[src/rtl/msg_slot_scheduler.sv]
// msg_slot_scheduler
// Takes one stage-2 beat (up to three message slots with their N-type and
// mux controls) into a local buffer and replays the valid slots one per
// cycle under a valid/ready handshake. Upstream is held off while a block
// drains. When the last message of a block transfers, the next beat can be
// accepted in the same cycle, so back-to-back blocks have no bubble.
// Optional build macro: MSG_SCHED_STATS_EN adds saturating beat/message
// counters on blk_cnt_out and msg_cnt_out.
module msg_slot_scheduler #(
   parameter int MSG_W   = 128,
   parameter int NTYPE_W = 4,
   parameter int MUX_W   = 3
) (
   input  logic               clk,
   input  logic               rst,
   input  logic               in_valid,
   output logic               in_ready,
   input  logic [MSG_W-1:0]   msg1_in,
   input  logic [MSG_W-1:0]   msg2_in,
   input  logic [MSG_W-1:0]   msg3_in,
   input  logic [NTYPE_W-1:0] ntype_m1_in,
   input  logic [NTYPE_W-1:0] ntype_m2_in,
   input  logic [NTYPE_W-1:0] ntype_m3_in,
   input  logic [MUX_W-1:0]   mux_m1_in,
   input  logic [MUX_W-1:0]   mux_m2_in,
   input  logic [MUX_W-1:0]   mux_m3_in,
   input  logic [1:0]         msg_num_in,
   output logic               out_valid,
   input  logic               out_ready,
   output logic [MSG_W-1:0]   out_msg,
   output logic [NTYPE_W-1:0] out_ntype,
   output logic [MUX_W-1:0]   out_mux,
   output logic [1:0]         out_idx,
   output logic               out_last
`ifdef MSG_SCHED_STATS_EN
   ,
   output logic [15:0]        blk_cnt_out,
   output logic [15:0]        msg_cnt_out
`endif
);

   typedef enum logic [0:0] {
      IDLE = 1'b0,
      SEND = 1'b1
   } state_t;

   state_t state_q;
   state_t state_d;

   // Block buffer: one entry per message slot plus the block's message count
   logic [MSG_W-1:0]   msg_p0   [3];
   logic [NTYPE_W-1:0] ntype_p0 [3];
   logic [MUX_W-1:0]   mux_p0   [3];
   logic [1:0]         count_p0;
   logic [1:0]         idx_p0;

   logic [1:0]         idx_d;
   logic               load;
   logic               last_slot;
   logic               accept;
   logic               xfer;

   assign accept    = in_valid && in_ready;
   assign xfer      = out_valid && out_ready;
   // count is 1..3 whenever this matters (SEND), so count-1 never wraps
   assign last_slot = (idx_p0 == (count_p0 - 2'd1));

   // Next-state, buffer load and handshake decode
   always_comb begin
      state_d   = state_q;
      idx_d     = idx_p0;
      load      = 1'b0;
      in_ready  = 1'b0;
      out_valid = 1'b0;
      out_last  = 1'b0;
      case (state_q)
         IDLE: begin
            in_ready = 1'b1;
            // a zero-count beat is consumed here with nothing to emit
            if (in_valid && (msg_num_in != 2'd0)) begin
               load    = 1'b1;
               idx_d   = 2'd0;
               state_d = SEND;
            end
         end
         SEND: begin
            out_valid = 1'b1;
            out_last  = last_slot;
            if (out_ready) begin
               if (!last_slot) begin
                  idx_d = idx_p0 + 2'd1;
               end else begin
                  // block finishes this cycle, so a new beat may land now
                  in_ready = 1'b1;
                  idx_d    = 2'd0;
                  if (in_valid && (msg_num_in != 2'd0)) begin
                     load = 1'b1;
                  end else begin
                     state_d = IDLE;
                  end
               end
            end
         end
         default: begin
            state_d = IDLE;
            idx_d   = 2'd0;
         end
      endcase
   end

   // Output slot select from the buffer at the current index
   always_comb begin
      out_msg   = msg_p0[0];
      out_ntype = ntype_p0[0];
      out_mux   = mux_p0[0];
      case (idx_p0)
         2'd1: begin
            out_msg   = msg_p0[1];
            out_ntype = ntype_p0[1];
            out_mux   = mux_p0[1];
         end
         2'd2: begin
            out_msg   = msg_p0[2];
            out_ntype = ntype_p0[2];
            out_mux   = mux_p0[2];
         end
         default: begin
            out_msg   = msg_p0[0];
            out_ntype = ntype_p0[0];
            out_mux   = mux_p0[0];
         end
      endcase
   end

   assign out_idx = idx_p0;

   // State register and slot index
   always_ff @(posedge clk) begin
      if (rst) begin
         state_q <= IDLE;
         idx_p0  <= 2'd0;
      end else begin
         state_q <= state_d;
         idx_p0  <= idx_d;
      end
   end

   // Block buffer capture; cleared on reset so nothing stale survives
   always_ff @(posedge clk) begin
      if (rst) begin
         for (int i = 0; i < 3; i++) begin
            msg_p0[i]   <= '0;
            ntype_p0[i] <= '0;
            mux_p0[i]   <= '0;
         end
         count_p0 <= 2'd0;
      end else if (load) begin
         msg_p0[0]   <= msg1_in;
         msg_p0[1]   <= msg2_in;
         msg_p0[2]   <= msg3_in;
         ntype_p0[0] <= ntype_m1_in;
         ntype_p0[1] <= ntype_m2_in;
         ntype_p0[2] <= ntype_m3_in;
         mux_p0[0]   <= mux_m1_in;
         mux_p0[1]   <= mux_m2_in;
         mux_p0[2]   <= mux_m3_in;
         count_p0    <= msg_num_in;
      end
   end

`ifdef MSG_SCHED_STATS_EN
   logic [15:0] blk_cnt_q;
   logic [15:0] msg_cnt_q;

   function automatic logic [15:0] sat_inc(input logic [15:0] val);
      if (val == 16'hFFFF) begin
         return val;
      end
      return val + 16'd1;
   endfunction

   // Saturating counters of accepted beats and transferred messages
   always_ff @(posedge clk) begin
      if (rst) begin
         blk_cnt_q <= 16'd0;
         msg_cnt_q <= 16'd0;
      end else begin
         if (accept) begin
            blk_cnt_q <= sat_inc(blk_cnt_q);
         end
         if (xfer) begin
            msg_cnt_q <= sat_inc(msg_cnt_q);
         end
      end
   end

   assign blk_cnt_out = blk_cnt_q;
   assign msg_cnt_out = msg_cnt_q;
`else
   logic unused_hs;
   assign unused_hs = accept ^ xfer;
`endif

endmodule

[config.mk]
export PLATFORM = sky130hd
export DESIGN_NAME = msg_slot_scheduler
export DESIGN_NICKNAME = d
export VERILOG_FILES = /design/src/rtl/msg_slot_scheduler.sv
export SDC_FILE = /design/constraint.sdc
export NUM_CORES = 1
export LEC_CHECK = 0
export CAP_MARGIN = 10
export CORE_MARGIN = 4
export CORE_UTILIZATION = 35
export DETAILED_ROUTE_END_ITERATION = 10
export GPL_ROUTABILITY_DRIVEN = 0
export GPL_TIMING_DRIVEN = 0
export PLACE_DENSITY = 0.6
export SETUP_SLACK_MARGIN = 0.05
export SYNTH_ARGS = -nofsm -noshare
export SYNTH_HDL_FRONTEND = slang
export SYNTH_SLANG_ARGS = --single-unit
[constraint.sdc]
create_clock -name clk -period 13.51 [get_ports clk]
set_input_delay 1.351 -clock clk [delete_from_list [all_inputs] [get_ports clk]]
set_output_delay 1.351 -clock clk [all_outputs]
set_load 0.05 [all_outputs]
======== Word level (Yosys, flattened, before mapping) ========
Memory sizes are Yosys's and may differ from the RTL's.
Cells that the tools add are included.
word-level totals
  bits in registers ....................... 5
  bits of input ports ..................... 411
  memories ................................ 3
  output and inout bits ................... 140
  bits in writable memories ............... 405
memories
  memory    words  width  rd ports  clocked after memory_dff  wr ports  line  RTL
  msg_p0    3      128    3         0                         3         51    logic [MSG_W-1:0] msg_p0 [3];
  ntype_p0  3      4      3         0                         3         52    logic [NTYPE_W-1:0] ntype_p0 [3];
  mux_p0    3      3      3         0                         3         53    logic [MUX_W-1:0] mux_p0 [3];
cells by class
  equality and inequality tests ........... 5
  mux-type cells .......................... 33
  reduce and logical (&&, ||, !) cells .... 3
  bitwise operators ....................... 10
  add/subtract/negate cells ............... 2
operator list
  kind                   count
  $mux W128              3
  $pmux W128 S2          1
  $mux W1                14
  $mux W4                3
  $mux W3                3
  $or A1 B1 Y1           9
  $pmux W4 S2            1
  $mux W2                3
  $pmux W1 S2            3
  $pmux W3 S2            1
  $ne A2 B2 Y1 const B   2
  $pmux W2 S2            1
  $add A2 B1 Y2 const B  1
  $eq A2 B1 Y1 const B   1
  $eq A2 B2 Y1           1
  $eq A2 B2 Y1 const B   1
  $reduce_and A2 Y1      1
  $reduce_bool A2 Y1     1
  $sub A2 B1 Y2 const B  1
  $logic_and A1 B1 Y1    1
  $not A1 Y1             1

======== Depth between registers and ports, before layout ========
Gate-level depths: netlist (run 1).
  depth after elaboration ................. 10
  mapped depth ............................ 8
  depth with buffers taken out ............ 4

======== Least setup slack after synthesis (run 1) ========
OpenSTA, ideal clock, no wires.
  kind .................................... input to register
  start ................................... input out_ready
  end ..................................... memory msg_p0[0][0], enable pin
  arrival ................................. 10340 ps
  stages .................................. 4
  path buffers ............................ 0
  setup slack ............................. 2401 ps
  cells stage by stage .................... nand3b_1 mux2_4 nand2_1 a21o_1
RTL lines
  element      line  RTL
  from (decl)  29    input logic out_ready,
  to (decl)    51

======== Worst setup path after layout (run 1) ========
  start ................................... register idx_p0[0], in the netlist out_idx[0]
  end ..................................... output out_msg[41]
on the way
  word-level cells in the longest chain between the ends .. 2
  elaborated cells on any way between the ends .. 3
  classes of those cells .................. eq/ne: 2; mux: 1
ends and longest elaborated chain
  element                                       line  RTL
  from (decl)                                   55    logic [1:0] idx_p0;
  from (signal assigned)                        144   idx_p0 <= idx_d;
  $eq A2 B2 Y1 or $eq A2 B1 Y1 (tied branches)  116   case (idx_p0)
  $pmux W128 S2 *                               116
  to (decl)                                     30    output logic [MSG_W-1:0] out_msg,
Mark *: on every way between the ends. The rest lies on a longest branch, timed or not.

==> metrics.md, run 1 <==
| Metric | Value |
|---|---|
| Nets | 2375 |
| Post-CTS Setup Bufs | 0 |
| Worst-margin pin slew | 0.995 ns |
| Final setup margin | 6.78 ns |
| Clock Power Share | 37.0% |
| Initial antenna violation count | 27 |
| Endpoints failing setup | 0 |
| Ports | 551 |
| Die Y | 233 µm |
| Async S/R FF share, synth | 0% |
| Worst vdd ir | 0.0969 mV |
| Post-cts sizing count | 0 |
| Share of cells above drive strength 1 | 5.26% |
| Die width | 233 µm |
| Sink Count | 410 |
| Die area | 54200 µm² |
| CTS tree | yes |
| Status | complete, no violations |
| Final Hold Vio Count | 0 |
| Clk_lat worst skew | 0.56 ns |
| Max Cap Viol | 0 |
| # DRC | 0 |
| Total number of vias | 13100 |
| Clock tree buffer depth | 3 |
| Sequential area share after synthesis | 69.3% |
| Initial Util | 35.3% |
| IO Port Bufs | 549 |
| CTS Buf Count | 46 |
| Wire per inst | 22.3 µm |
| Max-slew violation count | 0 |
| Critical Path Fanout Max | 10 |
| PD cells | 127 nW/µm² |
| Psw | 822 µW |
| Switching Fraction | 25.2% |
| Fin Hold WS | 0.531 ns |
| Worst-path clk slew | 0.06 ns |
| Vias in the first global route | 13700 |
| Worst Skew | 0.0157 ns |
| DP Worst Slack | 7.17 ns |
| Synth unique cells | 30 |
| Starting DRT DRC Count | 960 |
| Slew margin rel. | 33.7% |
| Combinational power share | 15.9% |
| Vias per cell | 4.86 |
| Startpoint types | flip-flop |
| EDFF count, synth | 405 |
| Global-route wire length before repair | 85700 µm |
| Mapped Cells | 1360 |
| Number of synthesis warnings | 0 |
| Global route overflow | 0 |
| HPWL Detailed | 44000 µm |
| Drt total wl | 59900 µm |
| Hold/Removal Path Class | flip-flop to flip-flop |
| Total track usage | 21.3% |
| Int Power | 2440 µW |
| Rows | 82 |
| RSZ-0062 raised after global routing | no |
| Post-layout minimum cycle time | 6.73 ns |
| Worst Path Required | 12.16 ns |
| Largest net degree at the start of global routing | 76 |
| Post-DP Area | 24200 µm² |
| Post-route cell area | 25700 µm² |
| CTS root buffer | clkbuf_16 |
| First-pass detailed-route iteration total | 5 |
| Seq pwr share | 47.1% |
| Hold Buf Count CTS | 0 |
| Mapped Nets | 1773 |
| Cell area after synthesis | 17700 µm² |
| Fin crit share | 49.8% |
| Area Growth Syn to Fin | 45.1% |
| Lkg Pwr | 0.00931 µW |
| Post-detailed-route count of antenna-violating nets | 0 |
| FMAX | 0.149 GHz |
| Ranking of synthesized cells by area | edfxtp_1 (69%), and2_1 (14%), a22oi_1 (5.7%) |
| Critical setup path kind | flip-flop to output pin |
| CP arrival | 5.38 ns |
| Cell taking the most area after synthesis | edfxtp_1 |
| Ys flop type | edfxtp_1 |
| CTS H-tree depth | 2 |
| CP endpoint kind | output pin |
| Area of the core | 50100 µm² |
| Synthesized area per cell | 13.0 µm² |
| Synth Register Bits | 410 |
| Synth top area share | 68.8% |
==> cell usage after synthesis (all sizes together) (2+ instances only) <==
cell,number
buf,14
a22oi,135
nand3b,2
inv,3
nand4,2
and2,406
nand3,3
dfxtp,5
a31oi,2
edfxtp,405
o21ai,136
ha,2
a211oi,2
nand2,137
a21oi,2
clkbuf,91
nand2b,3
==> critical path, cell delays in order, from the launching register on <==
cell	delay (ns)
dfxtp_1	0.48
inv_1	0.11
ha_1	0.28
clkbuf_1	0.61
clkbuf_1	0.81
clkbuf_1	0.81
clkbuf_1	0.50
nand2_1	0.09
o21ai_0	0.20
clkdlybuf4s50_1	0.90
==> through the flow <==
step / std cells / total power (µW) / setup TNS [ns] / utilization, %
floorplan: 1360 / 1840 / 0 / -
global placement: 2581 / 2110 / -413.81 / 48.0
detailed placement: 2586 / 2080 / 0 / 48.3
CTS: 2669 / 3300 / 0 / 51.2
global route: 2680 / 3380 / 0 / 51.2
finish: 2687 / 3260 / 0 / 51.2
==> state kept, by name (all words and copies together) (netlist names) <==
name,count
ntype_p0,12
state_q,1
out_idx,2
count_p0,2
msg_p0,384
mux_p0,9
==> power groups by stage <==
stage / registers (µW) / logic, µW / clock network (µW)
floorplan: 1590 / 254 / 0
global placement: 1600 / 512 / 0
detailed placement: 1560 / 522 / 0
CTS: 1540 / 524 / 1240
global route: 1540 / 549 / 1290
finish: 1540 / 518 / 1210
==> cell type report <==
class,count,area [µm²]
repair buffers,554,5630
well taps,672,841
multi-input cells,842,4980
clock inverters,20,169
diodes,18,45.0
inverters,3,11.3
flip-flops and latches,410,12300
clock buffers,63,1280
fillers,4407,24400
plain buffers,105,442
==> logic make-up after synthesis <==
family / Yosys count / share of synthesized area, %
flops: 410 / 69.3
simple gates: 556 / 17.7
compound gates: 281 / 10.0
xor+xnor: 1 / 0.0495
buf+inv: 108 / 2.56
mux: 2 / 0.141
fa+ha+maj: 2 / 0.141
==> layout by cell type (no fill, tap or decap), drive strengths merged <==
master,instances
nor2,1
nand3b,2
clkdlybuf4s50,549
o211ai,1
inv,3
and2,406
a31oi,2
nand3,3
xnor2,1
nand2,137
clkinvlp,1
nor4b,1
o2bb2ai,1
bufinv,3
a211oi,2
ha,2
diode,18
nand4,2
dfxtp,5
a21oi,2
a22oi,135
buf,19
mux2,1
or3,1
clkinv,16
clkbuf,154
mux2i,1
o21ai,136
edfxtp,405
nand2b,3
a21o,1
o21a,1
==> layer usage <==
metal,GRT usage (%),vias to the layer above,wire [µm]
met1,25.9,6309,23200
met3,6.15,97,4950
met2,36.2,521,30000
li1,-,6107,-
met5,0,-,124
met4,7.75,18,1580
==> final timing paths <==
kind | endpoint | cells past startpoint | startpoint | slack (ns)
hold reg to reg | count_p0[0]$_SDFFE_PP0P_ | 2 | count_p0[0]$_SDFFE_PP0P_ | 0.53
hold / removal | count_p0[0]$_SDFFE_PP0P_ | 2 | count_p0[0]$_SDFFE_PP0P_ | 0.53
setup / recovery | out_msg[41] | 9 | out_idx[0]$_SDFFE_PP0P_ | 6.78
setup reg to reg | msg_p0[0][245]$_SDFFCE_PN0P_ | 7 | out_idx[1]$_SDFFE_PP0P_ | 9.93
(Power assumes the default switching activity.)
==> run 2: changes to the inputs <==
- clock period: 13.51 -> 6.4 ns (I/O delays scaled with it)
==> run 2 against run 1 <==
  * Combinational power is 110% higher
  * Critical path depth stayed put
  * Clock skew is 0.0059 ns lower
  * Worst setup slack worse by 6.3 ns
  * Die area stayed put
  * Design area hardly changed
  * Sequential share of layout area hardly changed
  * Highest routed layer unchanged
  * Core utilization hardly changed
  * Final cell count is 0.19% lower
  * Via count is 0.26% lower
  * Total power is 110% higher
  * Critical endpoint is now out_msg[26]
  * Critical path type unchanged
  * Clock-buffer cell count is 7 lower
==> metrics.md, run 2 (synthesis gave the netlist of run 1 again) <==
| Metric | Value |
|---|---|
| Status | complete, no violations |
| Worst-path clk slew | 0.06 ns |
| Drt total wl | 58900 µm |
| Area Growth Syn to Fin | 45.0% |
| Fin util | 51.2% |
| CP endpoint kind | output pin |
| HPWL Detailed | 43100 µm |
| Global route overflow | 0 |
| CP delay by family, top | buffers and inverters |
| Seq pwr share | 47.3% |
| CP max stage cell | clkdlybuf4s50_1 |
| Total power | 6860 µW |
| Startpoint types | flip-flop |
| Commonest non-fill, non-tap cell in the layout | clkdlybuf4s50_1 |
| Die width | 233 µm |
| Switching Fraction | 25.5% |
| Slowest stage delay, CP | 0.91 ns |
| CP Buf/Inv Count | 6 |
| Die area | 54200 µm² |
| Area of the core | 50100 µm² |
| Global-route wire length before repair | 84800 µm |
| Commonest non-fill, non-tap cells in the layout | clkdlybuf4s50_1 (549), and2_1 (406), edfxtp_1 (405) |
| Sink Count | 410 |
| Fin crit share | 93.3% |
| Hold/Removal Path Class | input pin to flip-flop |
| Worst Path Required | 5.76 ns |
| Combinational power share | 16.0% |
| Area occupied by registers | 12300 µm² |
| Die Y | 233 µm |
| RSZ-0062 raised after global routing | no |
| Post-route cell area | 25600 µm² |
| First-pass detailed-route iteration total | 6 |
| Critical Path Fanout Max | 10 |
| CTS Buf Count | 46 |
| Largest regs | msg_p0 x384, ntype_p0 x12, mux_p0 x9 |
| Worst Skew | 0.00983 ns |
| Starting DRT DRC Count | 870 |
| CTS tree | yes |
| Post-detailed-route count of antenna-violating nets | 0 |
| Vias per cell | 4.85 |
| Max Cap Viol | 0 |
| Post-CTS Setup Bufs | 0 |
| Initial antenna violation count | 14 |
| Post-DP Area | 24200 µm² |
| CP cell instances | inv_1, ha_1, clkbuf_1, clkbuf_1, clkbuf_1, clkbuf_1, nand2_1, o21ai_0, clkdlybuf4s50_1 |
| Final Hold Vio Count | 0 |
| Vias in the first global route | 13700 |
| CP arrival | 5.33 ns |
| FMAX | 0.168 GHz |
| Fin Hold WS | 0.488 ns |
| Clk_lat worst skew | 0.56 ns |
| Critical setup path kind | flip-flop to output pin |
| Post-layout minimum cycle time | 5.97 ns |
| Fin Setup TNS | 0 ns |
| Share of cells above drive strength 1 | 5.35% |
| Endpoints failing setup | 0 |
| Post-cts sizing count | 0 |
| Largest net degree at the start of global routing | 75 |
| Initial Util | 35.3% |
| Layout filler cell count | 4415 |
| Ports | 551 |
| Psw | 1750 µW |
| # DRC | 0 |
| Worst-margin pin slew | 1.04 ns |
| Max-slew violation count | 0 |
| CTS root buffer | clkbuf_16 |
| Int Power | 5110 µW |
| Largest register FFs | 384 |
| Hold Buf Count CTS | 0 |
| PD cells | 267 nW/µm² |
| Most flops, register | msg_p0 |
| Worst vdd ir | 0.191 mV |
| Slew margin rel. | 30.9% |
| Clock tree buffer depth | 3 |
| IO Port Bufs | 549 |
| Most used cell, CP | clkbuf_1 |
| Clock Power Share | 36.7% |
| Wire per inst | 22.0 µm |
| CTS H-tree depth | 2 |
| Total track usage | 21.0% |
| Nets | 2376 |
| Rows | 82 |
| Multi-input logic area | 4980 µm² |
| Lkg Pwr | 0.00932 µW |
| Total number of vias | 13000 |
## run 2: through the flow
stage	setup slack, ns	std cells
global route	0.0560	2677
global placement	0.505	2581
detailed placement	0.826	2587
CTS	0.188	2672
finish	0.431	2682
floorplan	1.49	1360
## run 2: final timing paths
kind / slack [ns] / end / start / depth (start not counted)
setup / recovery: 0.43 / out_msg[26] / out_idx[0]$_SDFFE_PP0P_ / 9
hold / removal: 0.49 / out_idx[0]$_SDFFE_PP0P_ / rst / 2
setup reg to reg: 3.22 / msg_p0[0][337]$_SDFFCE_PN0P_ / out_idx[1]$_SDFFE_PP0P_ / 7
hold reg to reg: 0.54 / count_p0[1]$_SDFFE_PP0P_ / count_p0[1]$_SDFFE_PP0P_ / 2
## run 2: metal layers
layer | track usage (%) | up-vias | share of wire [%]
li1 | - | 6108 | -
met1 | 26.0 | 6366 | 40
met2 | 36.0 | 442 | 50
met3 | 5.50 | 90 | 7.4
met4 | 6.48 | 12 | 2.4
met5 | 0 | - | 0.13
## run 2: layout make-up
class                   instances  share of cell area, %
multi-input cells             842                   19.4
well taps                     672                   3.28
diodes                         10                 0.0976
clock buffers                  56                   4.88
flip-flops and latches        410                   47.8
repair buffers                555                   22.1
clock inverters                29                  0.693
inverters                       3                 0.0439
plain buffers                 105                   1.72
## run 2: power by group through the flow
| stage | logic (µW) | clock network, µW | registers, µW |
|---|---|---|---|
| after floorplan | 536 | 0 | 3300 |
| after global placement | 1080 | 0 | 3320 |
| after detailed placement | 1100 | 0 | 3300 |
| after CTS | 1110 | 2580 | 3240 |
| after global routing | 1160 | 2700 | 3260 |
| final | 1100 | 2510 | 3240 |
==> run 3: changes to the inputs <==
- SLEW_MARGIN: default -> 25
==> run 3 against run 2 <==
  * Clock power down 2%
  * Via count down 0.21%
  * Hold slack better by 0.0023 ns
  * Sequential power about the same
  * Global-route usage down 0.069 points
  * Combinational power about the same
  * Worst setup slack better by 0.57 ns
  * First-iteration DRC count down 4.4%
  * Wire length up 0.46%
  * Maximum frequency up 11%
==> metrics.md, run 3 (synthesis gave the netlist of run 1 again) <==
| Metric | Value |
|---|---|
| Slew margin rel. | 34.8% |
| Largest net degree at the start of global routing | 58 |
| Area Growth Syn to Fin | 44.8% |
| Nets | 2377 |
| Startpoint types | flip-flop |
| Worst-path clk slew | 0.06 ns |
| Vias per cell | 4.85 |
| Final Non-Filler Cells | 2681 |
| CTS Buf Count | 45 |
| CTS root buffer | clkbuf_16 |
| Final setup margin | 1.01 ns |
| Worst vdd ir | 0.167 mV |
| CTS H-tree depth | 2 |
| Lkg Pwr | 0.00932 µW |
| Post-cts sizing count | 0 |
| Die Y | 233 µm |
| Global route overflow | 0 |
| Most flops, register | msg_p0 |
| Worst Path Required | 5.76 ns |
| Rows | 82 |
| Worst-margin pin slew | 0.979 ns |
| HPWL Detailed | 43600 µm |
| Die area | 54200 µm² |
| Critical setup path kind | flip-flop to output pin |
| Commonest non-fill, non-tap cells in the layout | clkdlybuf4s50_1 (549), and2_1 (406), edfxtp_1 (405) |
| Fin util | 51.2% |
| Ports | 551 |
| # DRC | 0 |
| DP Worst Slack | 1.07 ns |
| Sink Count | 410 |
| First-pass detailed-route iteration total | 5 |
| Largest register FFs | 384 |
| Status | complete, no violations |
| Max-slew violation count | 0 |
| Critical Path Fanout Max | 10 |
| Post-CTS Setup Bufs | 0 |
| Area of the core | 50100 µm² |
| Vias in the first global route | 13500 |
| Initial antenna violation count | 20 |
| Fin Setup TNS | 0 ns |
| Largest regs | msg_p0 x384, ntype_p0 x12, mux_p0 x9 |
| RSZ-0062 raised after global routing | no |
| Clk_lat worst skew | 0.55 ns |
| Fin Hold WS | 0.491 ns |
| CP endpoint kind | output pin |
| Wire per inst | 22.1 µm |
| Post-detailed-route count of antenna-violating nets | 0 |
| Initial Util | 35.3% |
| Hold Buf Count CTS | 0 |
| Total number of vias | 13000 |
| Final Hold Vio Count | 0 |
| CTS tree | yes |
| Commonest non-fill, non-tap cell in the layout | clkdlybuf4s50_1 |
| Endpoints failing setup | 0 |
| PD cells | 265 nW/µm² |
| Global-route wire length before repair | 84200 µm |
| FMAX | 0.185 GHz |
| Clock tree buffer depth | 3 |
| Fin crit share | 84.3% |
| Placed cells | 2589 |
| Max Cap Viol | 0 |
| IO Port Bufs | 549 |
| Post-layout minimum cycle time | 5.39 ns |
| Share of cells above drive strength 1 | 5.76% |
| Die width | 233 µm |
| Hold/Removal Path Class | input pin to flip-flop |
| Drt total wl | 59200 µm |
| Total track usage | 20.9% |
| CP arrival | 4.75 ns |
| Starting DRT DRC Count | 832 |
| Worst Skew | 0.00712 ns |
[run 3: changes by cell type in the layout (fill, tap and decap cells not counted)]
| cell | before | now |
|---|---|---|
| clkinv_2 | 7 | 14 |
| buf_12 | 0 | 4 |
| bufinv_16 | 2 | 3 |
| clkbuf_2 | 31 | 33 |
| buf_16 | 6 | 4 |
| clkinv_1 | 18 | 10 |
| clkbuf_16 | 49 | 45 |
| diode_2 | 10 | 12 |
| clkbuf_1 | 67 | 64 |
[run 3: report_power, final]
group | total, µW | switching (µW) | internal, µW
sequential | 3240 | 58.7 | 3180
clock | 2450 | 1040 | 1400
combinational | 1100 | 640 | 462
total | 6790 | 1740 | 5050
[run 3: stage by stage]
step | area (µm²) | power [µW]
2_1_floorplan | 17700 | 3830
6_report | 25600 | 6790
3_3_place_gp | 24000 | 4400
5_1_grt | 25600 | 7040
4_1_cts | 25600 | 6860
3_5_place_dp | 24200 | 4410
[run 3: worst max-delay path: stages, from the launching register on]
cell and delay [ns]:
dfxtp_1 0.51, inv_1 0.11, ha_1 0.29, clkbuf_2 0.40, clkbuf_1 0.65, clkbuf_2 0.56
clkbuf_1 0.49, nand2_1 0.13, o21ai_0 0.16, clkdlybuf4s50_1 0.90
[run 3: worst paths after layout]
kind	from	to	slack, ns	cells after the start
worst max register to register	out_idx[1]$_SDFFE_PP0P_	msg_p0[0][225]$_SDFFCE_PN0P_	2.95	8
worst min-delay path	rst	out_idx[0]$_SDFFE_PP0P_	0.49	2
worst max-delay path	out_idx[0]$_SDFFE_PP0P_	out_msg[26]	1.01	9
worst min register to register	count_p0[1]$_SDFFE_PP0P_	count_p0[1]$_SDFFE_PP0P_	0.55	2
[run 3: area by class of cell]
type,instances,area [µm²]
clock buffer,51,1150
tap,672,841
sequential,410,12300
inverter,3,11.3
timing repair buffer,557,5690
clock inverter,29,213
antenna,12,30.0
multi-input combinational,842,4980
buffer,105,444
fill,4483,24500
[run 3: metal layers]
layer | vias up | GRT usage (%) | part of all wire [%]
li1 | 6107 | - | -
met1 | 6306 | 25.7 | 40
met2 | 449 | 35.8 | 50
met5 | - | 0 | 0.22
met3 | 109 | 5.53 | 7.2
met4 | 20 | 7.02 | 2.8
